[src/rtl/uart_rx_if.sv]
// Bundle of the line-side inputs and the word-side outputs of the UART receiver.
interface uart_rx_if #(
  parameter int DATA_WIDTH = 8
);
  logic                  RX_IN;
  logic                  PAR_EN;
  logic                  PAR_TYP;
  logic [DATA_WIDTH-1:0] P_DATA;
  logic                  Data_Valid;
  logic                  Parity_Error;
  logic                  Stop_Error;
  logic                  busy;

  // Receiver side: samples the line and config, drives the result
  modport master (
    input  RX_IN, PAR_EN, PAR_TYP,
    output P_DATA, Data_Valid, Parity_Error, Stop_Error, busy
  );

  // Line driver / word consumer side
  modport slave (
    output RX_IN, PAR_EN, PAR_TYP,
    input  P_DATA, Data_Valid, Parity_Error, Stop_Error, busy
  );
endinterface

[src/rtl/uart_rx_core.sv]
// Oversampled UART receiver: 2-flop synchroniser, start-edge detect,
// 3-sample majority vote at mid-bit, optional parity, single stop bit.
// OVERSAMPLE must be even and >= 4.
//
// state  | meaning
// IDLE   | line idle, waiting for rx_s low; config latched on detection
// START  | start bit; a voted 1 is treated as a glitch and aborts
// DATA   | DATA_WIDTH data bits, LSB first
// PARITY | parity bit, mismatch recorded
// STOP   | stop bit; frame result issued after the mid-bit vote
module uart_rx_core #(
  parameter int DATA_WIDTH = 8,
  parameter int OVERSAMPLE = 8
) (
  input  logic      CLK,
  input  logic      RST,
  uart_rx_if.master bus
);
  localparam int H  = OVERSAMPLE / 2;
  localparam int EW = $clog2(OVERSAMPLE);
  localparam int BW = (DATA_WIDTH > 1) ? $clog2(DATA_WIDTH) : 1;

  localparam logic [EW-1:0] EDGE_S0   = EW'(H - 1);
  localparam logic [EW-1:0] EDGE_S1   = EW'(H);
  localparam logic [EW-1:0] EDGE_DEC  = EW'(H + 1);
  localparam logic [EW-1:0] EDGE_LAST = EW'(OVERSAMPLE - 1);
  localparam logic [BW-1:0] BIT_LAST  = BW'(DATA_WIDTH - 1);

  localparam logic [4:0] IDLE   = 5'b00001;
  localparam logic [4:0] START  = 5'b00010;
  localparam logic [4:0] DATA   = 5'b00100;
  localparam logic [4:0] PARITY = 5'b01000;
  localparam logic [4:0] STOP   = 5'b10000;

  logic                  sync1_q, sync1_d;
  logic                  rx_s_q, rx_s_d;
  logic [4:0]            state_q, state_d;
  logic [EW-1:0]         edge_cnt_q, edge_cnt_d;
  logic [BW-1:0]         bit_cnt_q, bit_cnt_d;
  logic                  samp0_q, samp0_d;
  logic                  samp1_q, samp1_d;
  logic [DATA_WIDTH-1:0] data_q, data_d;
  logic                  par_en_q, par_en_d;
  logic                  par_typ_q, par_typ_d;
  logic                  par_err_q, par_err_d;
  logic [DATA_WIDTH-1:0] p_data_q, p_data_d;
  logic                  dv_q, dv_d;
  logic                  perr_q, perr_d;
  logic                  serr_q, serr_d;

  logic vote;
  logic decide;
  logic period_end;

  // Majority of the two stored mid-bit samples and the current one
  assign vote       = (samp0_q & samp1_q) | (samp0_q & rx_s_q) | (samp1_q & rx_s_q);
  assign decide     = (edge_cnt_q == EDGE_DEC);
  assign period_end = (edge_cnt_q == EDGE_LAST);

  // Next-state logic: synchroniser, sampling, bit/edge counting and frame FSM
  always_comb begin
    sync1_d    = bus.RX_IN;
    rx_s_d     = sync1_q;
    state_d    = state_q;
    edge_cnt_d = period_end ? '0 : edge_cnt_q + 1'b1;
    bit_cnt_d  = bit_cnt_q;
    samp0_d    = samp0_q;
    samp1_d    = samp1_q;
    data_d     = data_q;
    par_en_d   = par_en_q;
    par_typ_d  = par_typ_q;
    par_err_d  = par_err_q;
    p_data_d   = p_data_q;
    dv_d       = 1'b0;
    perr_d     = 1'b0;
    serr_d     = 1'b0;

    if (edge_cnt_q == EDGE_S0) samp0_d = rx_s_q;
    if (edge_cnt_q == EDGE_S1) samp1_d = rx_s_q;

    case (state_q)
      IDLE: begin
        edge_cnt_d = '0;
        bit_cnt_d  = '0;
        if (!rx_s_q) begin
          // The detection cycle is slot 0 of the start bit
          state_d    = START;
          edge_cnt_d = EW'(1);
          par_en_d   = bus.PAR_EN;
          par_typ_d  = bus.PAR_TYP;
          par_err_d  = 1'b0;
        end
      end
      START: begin
        if (decide && vote) begin
          state_d    = IDLE;
          edge_cnt_d = '0;
        end else if (period_end) begin
          state_d = DATA;
        end
      end
      DATA: begin
        if (decide) data_d[bit_cnt_q] = vote;
        if (period_end) begin
          if (bit_cnt_q == BIT_LAST) begin
            bit_cnt_d = '0;
            state_d   = par_en_q ? PARITY : STOP;
          end else begin
            bit_cnt_d = bit_cnt_q + 1'b1;
          end
        end
      end
      PARITY: begin
        if (decide) par_err_d = (vote != ((^data_q) ^ par_typ_q));
        if (period_end) state_d = STOP;
      end
      STOP: begin
        // Leave mid-stop-bit so a back-to-back start edge is not missed
        if (decide) begin
          state_d    = IDLE;
          edge_cnt_d = '0;
          serr_d     = ~vote;
          perr_d     = par_err_q;
          if (vote && !par_err_q) begin
            dv_d     = 1'b1;
            p_data_d = data_q;
          end
        end
      end
      default: begin
        state_d    = IDLE;
        edge_cnt_d = '0;
      end
    endcase
  end

  // State registers with synchronous active-high reset
  always_ff @(posedge CLK) begin
    if (RST) begin
      sync1_q    <= 1'b1;
      rx_s_q     <= 1'b1;
      state_q    <= IDLE;
      edge_cnt_q <= '0;
      bit_cnt_q  <= '0;
      samp0_q    <= 1'b0;
      samp1_q    <= 1'b0;
      data_q     <= '0;
      par_en_q   <= 1'b0;
      par_typ_q  <= 1'b0;
      par_err_q  <= 1'b0;
      p_data_q   <= '0;
      dv_q       <= 1'b0;
      perr_q     <= 1'b0;
      serr_q     <= 1'b0;
    end else begin
      sync1_q    <= sync1_d;
      rx_s_q     <= rx_s_d;
      state_q    <= state_d;
      edge_cnt_q <= edge_cnt_d;
      bit_cnt_q  <= bit_cnt_d;
      samp0_q    <= samp0_d;
      samp1_q    <= samp1_d;
      data_q     <= data_d;
      par_en_q   <= par_en_d;
      par_typ_q  <= par_typ_d;
      par_err_q  <= par_err_d;
      p_data_q   <= p_data_d;
      dv_q       <= dv_d;
      perr_q     <= perr_d;
      serr_q     <= serr_d;
    end
  end

  assign bus.P_DATA       = p_data_q;
  assign bus.Data_Valid   = dv_q;
  assign bus.Parity_Error = perr_q;
  assign bus.Stop_Error   = serr_q;
  assign bus.busy         = (state_q != IDLE);
endmodule
[src/flat_wrapper.sv]
// flat-port wrapper written by rule: the top's interface ports become plain ports
module uart_rx_core_flat 
#(
  parameter int DATA_WIDTH = 8,
  parameter int OVERSAMPLE = 8
)
  (CLK, RST, bus_RX_IN, bus_PAR_EN, bus_PAR_TYP, bus_P_DATA, bus_Data_Valid, bus_Parity_Error, bus_Stop_Error, bus_busy);
  uart_rx_if #(.DATA_WIDTH(DATA_WIDTH)) bus_i ();
  input  logic CLK;
  input  logic RST;
  input wire logic [$bits(bus_i.RX_IN)-1:0] bus_RX_IN;
  input wire logic [$bits(bus_i.PAR_EN)-1:0] bus_PAR_EN;
  input wire logic [$bits(bus_i.PAR_TYP)-1:0] bus_PAR_TYP;
  output wire logic [$bits(bus_i.P_DATA)-1:0] bus_P_DATA;
  output wire logic [$bits(bus_i.Data_Valid)-1:0] bus_Data_Valid;
  output wire logic [$bits(bus_i.Parity_Error)-1:0] bus_Parity_Error;
  output wire logic [$bits(bus_i.Stop_Error)-1:0] bus_Stop_Error;
  output wire logic [$bits(bus_i.busy)-1:0] bus_busy;
  assign bus_i.RX_IN = bus_RX_IN;
  assign bus_i.PAR_EN = bus_PAR_EN;
  assign bus_i.PAR_TYP = bus_PAR_TYP;
  assign bus_P_DATA = bus_i.P_DATA;
  assign bus_Data_Valid = bus_i.Data_Valid;
  assign bus_Parity_Error = bus_i.Parity_Error;
  assign bus_Stop_Error = bus_i.Stop_Error;
  assign bus_busy = bus_i.busy;
  uart_rx_core #(.DATA_WIDTH(DATA_WIDTH), .OVERSAMPLE(OVERSAMPLE)) u_core (.CLK(CLK), .RST(RST), .bus(bus_i));
endmodule
[config.mk]
export PLATFORM = sky130hd
export DESIGN_NAME = uart_rx_core_flat
export DESIGN_NICKNAME = d
export VERILOG_FILES = /design/src/rtl/uart_rx_if.sv /design/src/rtl/uart_rx_core.sv /design/src/flat_wrapper.sv
export SDC_FILE = /design/constraint.sdc
export NUM_CORES = 1
export LEC_CHECK = 0
export CAP_MARGIN = 5
export CORE_MARGIN = 2
export CORE_UTILIZATION = 60
export DETAILED_ROUTE_END_ITERATION = 10
export GPL_ROUTABILITY_DRIVEN = 0
export PLACE_DENSITY = 0.84
export SETUP_SLACK_MARGIN = 0.1
export SLEW_MARGIN = 25
export SYNTH_ARGS = -nofsm -noshare
export SYNTH_HDL_FRONTEND = slang
export SYNTH_SLANG_ARGS = --single-unit
[constraint.sdc]
create_clock -name CLK -period 2.9 [get_ports CLK]
set_input_delay 0.58 -clock CLK [delete_from_list [all_inputs] [get_ports CLK]]
set_output_delay 0.58 -clock CLK [all_outputs]
set_load 0.05 [all_outputs]
==> results of run 1 <==
timing repair:
item,4_1_cts,5_1_grt
gates resized for setup,1,3
cloned,0,0
setup endpoints to repair,1,1
pin swaps,0,0
setup buffers,0,0
sequential cells by signal, summed over array words and instances, names as in the netlist, 3 cells and up:
register           count
u_core.edge_cnt_q      3
u_core.state_q         5
u_core.bus.P_DATA      8
u_core.data_q          8
u_core.bit_cnt_q       3
layer usage:
layer	up-vias	global-route usage (%)
met5	-	0
met2	36	33.39
li1	813	-
met3	4	7.359
met1	722	30.18
met4	0	9.206
per-stage QoR:
stage / worst slack [ns] / instance area [µm²] / hold slack, ns
2_1_floorplan: 0.9370 / 1878 / 0.3895
6_report: 0.4009 / 2085 / 0.4222
5_1_grt: 0.2485 / 2085 / 0.4479
3_3_place_gp: 0.3468 / 2037 / 0.3965
3_5_place_dp: 0.2915 / 2037 / 0.3983
4_1_cts: 0.1725 / 2087 / 0.4249
layout by cell type (no fill, tap or decap), drive strengths merged, types with 3 or more instances in the layout:
cell type,n
inv,8
nor3,7
or3,4
mux2i,3
o211ai,3
clkdlybuf4s50,15
a211oi,3
xnor2,6
nor2b,6
nand2,10
ha,7
nor4,4
a21oi,22
nor2,10
or2,3
nand3,22
clkbuf,7
o21ai,19
dfxtp,37
nand4,6
nand2b,5
cell families (layout without fill, tap and decap cells):
group	Yosys count	after routing
compound gates	56	56
simple gates	84	84
buf+inv	22	34
flops	37	37
fa+ha+maj	8	8
mux	3	3
xor+xnor	9	9
power by group through the flow:
stage	sequential (µW)	clock [µW]	combinational [µW]
floorplan	526	0	30.4
global placement	527	0	43.2
detailed placement	527	0	43.2
CTS	515	263	42.9
global route	516	290	47.0
finish	516	261	42.7
area by class of cell:
cell class / instances / area (µm²)
clock buffers: 6 / 41.29
multi-input cells: 160 / 1050
clock inverters: 2 / 10.01
fillers: 272 / 918.4
inverters: 8 / 30.03
flip-flops and latches: 37 / 742.0
well taps: 33 / 41.29
repair buffers: 18 / 170.2
critical path, delay by kind of cell (launching register included):
kind / cells / cell delay, ns
buffers and inverters: 2 / 0.37
flip-flops: 1 / 0.40
AND/OR/NAND/NOR: 2 / 0.81
how the worst max path moves through the flow:
stage	from	slack, ns	end
floorplan	u_core.state_q[2]	0.94	bus_busy
global placement	u_core.state_q[0]	0.35	bus_busy
detailed placement	u_core.state_q[0]	0.29	bus_busy
CTS	u_core.state_q[0]	0.17	bus_busy
global route	u_core.state_q[1]	0.25	bus_busy
finish	u_core.state_q[1]	0.40	bus_busy
==> impl_metrics.yaml, run 1 <==
timing:
  hold_viol: 0
  fmax_mhz: 400.1
  final_max_slew_viol_count: 0
  rsz0062_at_grt: "no"
  worstMarginPinSlew_ns: 0.6591
  timing.final.crit_period_ns: 2.499
  finClkSkew_ns: 0.009058
  slew_headroom_pct: 55.92
  setup_viol: 0
  fin_tns_setup_ns: 0
  period_share_pct: 86.18
drt:
  wl_met3_um: 166
  wl_per_cell_um: 13.79
  route.met2.wl_mm: 1.639
  firstDrtPassIters: 4
  via_per_inst: 5.966
  wl_mm: 3.641
  drc: 0
  dr.first_iter.drc_count: 56
  wl_met1_mm: 1.794
  drtAntennaViolNets: 0
  dr.max_layer_used: "met4"
  vias: 1575
setup_path:
  worst_path_max_delay_cell: "or4b_4"
  worstPathMaxFanout: 9
  worstPathRequired_ns: 2.32
  r2r_cells: 4
  slowest_delay_ns: 0.60
  r2r_start: "u_core.rx_s_q"
  worstReg2RegEnd: "u_core.edge_cnt_q[1]"
  path_class: "flip-flop to primary output"
  startpoint_type: "flip-flop"
  worstPathArrival_ns: 1.92
  end_kind: "primary output"
  crit_chain: "or4b_4 > nor2_1 > inv_1 > clkbuf_2"
  reg2reg_setup_slack_ns: 0.91
hold_path:
  hold_path.startpoint: "u_core.rx_s_d"
  hp-class: "flip-flop to flip-flop"
  hold_depth: 1
  worstHoldEndpoint: "u_core.rx_s_q"
cts:
  clk_pin_slew_worst_paths_ns: 0.11
  clock-sinks: 37
  cts_tree: "built"
  cts_buffer_depth: 2
  cts_htree_levels: 2
  insertion_delay_ns: 0.34
  cts_inserted_buffers: 5
  cts_hold_buf: 0
  cts-root-buf: "clkbuf_4"
die:
  core-area_um2: 3003
  die_h_um: 59.95
  ioPinCount: 17
  fp.dieArea_um2: 3593
  rows: 20
  start_util_pct: 62.54
  die_width_um: 59.95
job:
  cap_violations: 0
synthesis:
  ys_warn_count: 0
  yosys.cell_types.count: 44
  synth_edf_count: 0
  yosysMostFrequentCell: "dfxtp_1"
  async_reset_ff_share_pct: 0
  synthSimpleGateAreaFrac_pct: 26.38
  synth.avg_cell_area_um2: 8.576
  syn-instance-count: 219
  synthAdderAreaFrac_pct: 5.197
  ys_seq_area_share_pct: 39.44
  synth_commonest_cells: "dfxtp_1, nand3_1, a21oi_1"
  synth-compound-area-share_pct: 17.79
  synthMuxAreaShare_pct: 1.599
  synth.top_cell.area_share_pct: 39.44
  ys_top_cells_by_area: "dfxtp_1, nand3_1, a21oi_1, o21ai_0, ha_1"
  synth_nets: 231
  synth_seq_cells: 37
  ys.flop_type: "dfxtp_1"
  synth_top_cell_by_area: "dfxtp_1"
  syn-cell-area_um2: 1878
  synth_top_family_by_area: "simple AND/OR/NAND/NOR gates"
  synth-xor-area-share_pct: 4.930
placed_design:
  portBuffers: 16
  detailed_place_hpwl_mm: 2.637
  dp_cells: 256
global_routing:
  grt_pass1_vias: 1332
  grt_pass1_wl_mm: 5.982
  grt_max_degree: 19
  overflow: 0
  grtUsageTotal_pct: 22.54
  antenna_found_initial: 0
pwr:
  leakage_uw: 0.0006980
  vdd_drop_max_v: 0.0002970
  switching_share_pct: 23.98
  seqPwrFrac_pct: 62.9
  power.share.clock_pct: 31.9
  power.density_nw_per_um2: 393.0
  internal_power_uw: 622.8
  power_uw: 819.3
  p_sw_uw: 196.4
  pwr-share-comb_pct: 5.2
cells_and_area:
  synthToLayoutAreaGrowth_pct: 10.99
  n_antenna_cell: 0
  final_cells: 264
  nNetsFinal: 242
  drive_gt1_share_pct: 10.39
  finalCoreUtilization_pct: 69.42
run_status:
  status: "complete, no violations"
Note: power is estimated with default switching activity, not from simulation.
==> run 2: changes to the inputs <==
--- a/config.mk
+++ b/config.mk
@@ -8,8 +8,10 @@
 export CAP_MARGIN = 5
 export CORE_MARGIN = 2
 export CORE_UTILIZATION = 60
+export CTS_CLUSTER_DIAMETER = 40
 export DETAILED_ROUTE_END_ITERATION = 10
 export GPL_ROUTABILITY_DRIVEN = 0
+export MAX_ROUTING_LAYER = met4
 export PLACE_DENSITY = 0.84
 export SETUP_SLACK_MARGIN = 0.1
 export SLEW_MARGIN = 25
==> run 2 against run 1 <==
  * Via count rose by 0.89%
  * Non-clock buffer count is the same
  * Hold slack improved by 0.00053 ns
  * Clock power hardly changed
  * Clock-buffer cell count stayed put
  * Maximum frequency about the same
  * Die area unchanged
  * Register-to-register slack hardly changed
  * Global-route usage rose by 0.70 points
  * Sequential cell count stayed put
  * Sequential power is essentially flat
==> impl_metrics.yaml, run 2 (synthesis results as in run 1) <==
setup_path:
  worstPathArrival_ns: 1.92
  worstPathMaxFanout: 9
  path_class: "flip-flop to primary output"
  startpoint_type: "flip-flop"
  end_kind: "primary output"
  worstPathRequired_ns: 2.32
die:
  ioPinCount: 17
  rows: 20
  start_util_pct: 62.54
  die_h_um: 59.95
  core-area_um2: 3003
  die_width_um: 59.95
  fp.dieArea_um2: 3593
timing:
  final_max_slew_viol_count: 0
  fin_tns_setup_ns: 0
  fmax_mhz: 399.8
  setup_viol: 0
  worstMarginPinSlew_ns: 0.6554
  period_share_pct: 86.25
  fin_hold_ws_ns: 0.4227
  slew_headroom_pct: 56.17
  timing.final.crit_period_ns: 2.501
  hold_viol: 0
  finClkSkew_ns: 0.007556
  rsz0062_at_grt: "no"
cts:
  cts_tree: "built"
  clk_pin_slew_worst_paths_ns: 0.11
  cts_buffer_depth: 2
  clock-sinks: 37
  cts-root-buf: "clkbuf_4"
  post-cts-setup-buffers: 0
  insertion_delay_ns: 0.35
  cts_htree_levels: 2
  cts_inserted_buffers: 5
global_routing:
  grt_pass1_wl_mm: 5.982
  grt_pass1_vias: 1331
  antenna_found_initial: 0
  overflow: 0
  grt_max_degree: 19
  grtUsageTotal_pct: 23.24
pwr:
  power_uw: 819.2
  power.share.clock_pct: 31.8
  switching_share_pct: 23.98
  internal_power_uw: 622.8
  p_sw_uw: 196.4
  vdd_drop_max_v: 0.0002972
  power.density_nw_per_um2: 393.0
  pwr-share-comb_pct: 5.2
  seqPwrFrac_pct: 62.9
  leakage_uw: 0.0006980
placed_design:
  portBuffers: 16
  detailed_place_hpwl_mm: 2.637
drt:
  dr.first_iter.drc_count: 57
  drtAntennaViolNets: 0
  via_per_inst: 6.019
  wl_per_cell_um: 13.70
  firstDrtPassIters: 4
  vias: 1589
  drc: 0
  wl_mm: 3.616
hold_path:
  hp-class: "flip-flop to flip-flop"
cells_and_area:
  n_antenna_cell: 0
  fillCellCount: 272
  multiInputGateArea_um2: 1050
  final-seq-area_um2: 742.0
  mostFrequentLayoutCells: "dfxtp_1, nand3_1, a21oi_1, o21ai_0, clkdlybuf4s50_1"
  drive_gt1_share_pct: 10.39
  layout_commonest_cell: "dfxtp_1"
  finalCoreUtilization_pct: 69.42
  nNetsFinal: 242
  synthToLayoutAreaGrowth_pct: 10.99
job:
  cap_violations: 0
run_status:
  status: "complete, no violations"
## run 2: cell type report
cell class                      count  share of cell area [%]
Inverter                            8                   1.441
Clock buffer                        6                   1.981
Timing Repair Buffer               18                   8.163
Multi-Input combinational cell    160                   50.36
Clock inverter                      2                  0.4802
Tap cell                           33                   1.981
Sequential cell                    37                   35.59
## run 2: layer usage
layer  global-route usage (%)  share of wire (%)  wire length (µm)  up-vias
li1                         -                  -                 -      812
met1                    30.18                 49              1780      734
met2                    33.54                 45              1617       35
met3                    7.359                3.9               142        8
met4                    9.206                2.1                75        0
met5                        -                  0                 0        -
## run 2: path summary, 6_finish.rpt
kind                     start              endpoint  slack [ns]  depth (start not counted)
max          u_core.state_q[1]              bus_busy        0.40                          4
min              u_core.rx_s_d         u_core.rx_s_q        0.42                          1
max reg2reg      u_core.rx_s_q  u_core.edge_cnt_q[1]        0.91                          4
min reg2reg      u_core.rx_s_d         u_core.rx_s_q        0.42                          1
## run 2: stage by stage
step	std cells	cell area (µm²)	setup WS [ns]
floorplan	219	1878	0.9370
global placement	256	2037	0.3468
detailed placement	256	2037	0.2915
CTS	264	2087	0.1725
global route	264	2085	0.2485
finish	264	2085	0.3989
## run 2: power groups by stage
stage	clock (µW)	sequential, µW	combinational (µW)
after global placement	0	527	43.2
after CTS	263	515	42.9
after detailed placement	0	527	43.2
after floorplan	0	526	30.4
final	261	516	42.8
after global routing	290	516	47.0
## run 2: worst max-delay path: stages (launching register included)
cell,delay [ns]
dfxtp_1,0.40
or4b_4,0.59
nor2_1,0.21
inv_1,0.12
clkbuf_2,0.25
## run 2: what timing repair did
action | in CTS | in global routing
hold buffers | 0 | 0
setup endpoints to repair | 1 | 1
resized for setup | 1 | 3
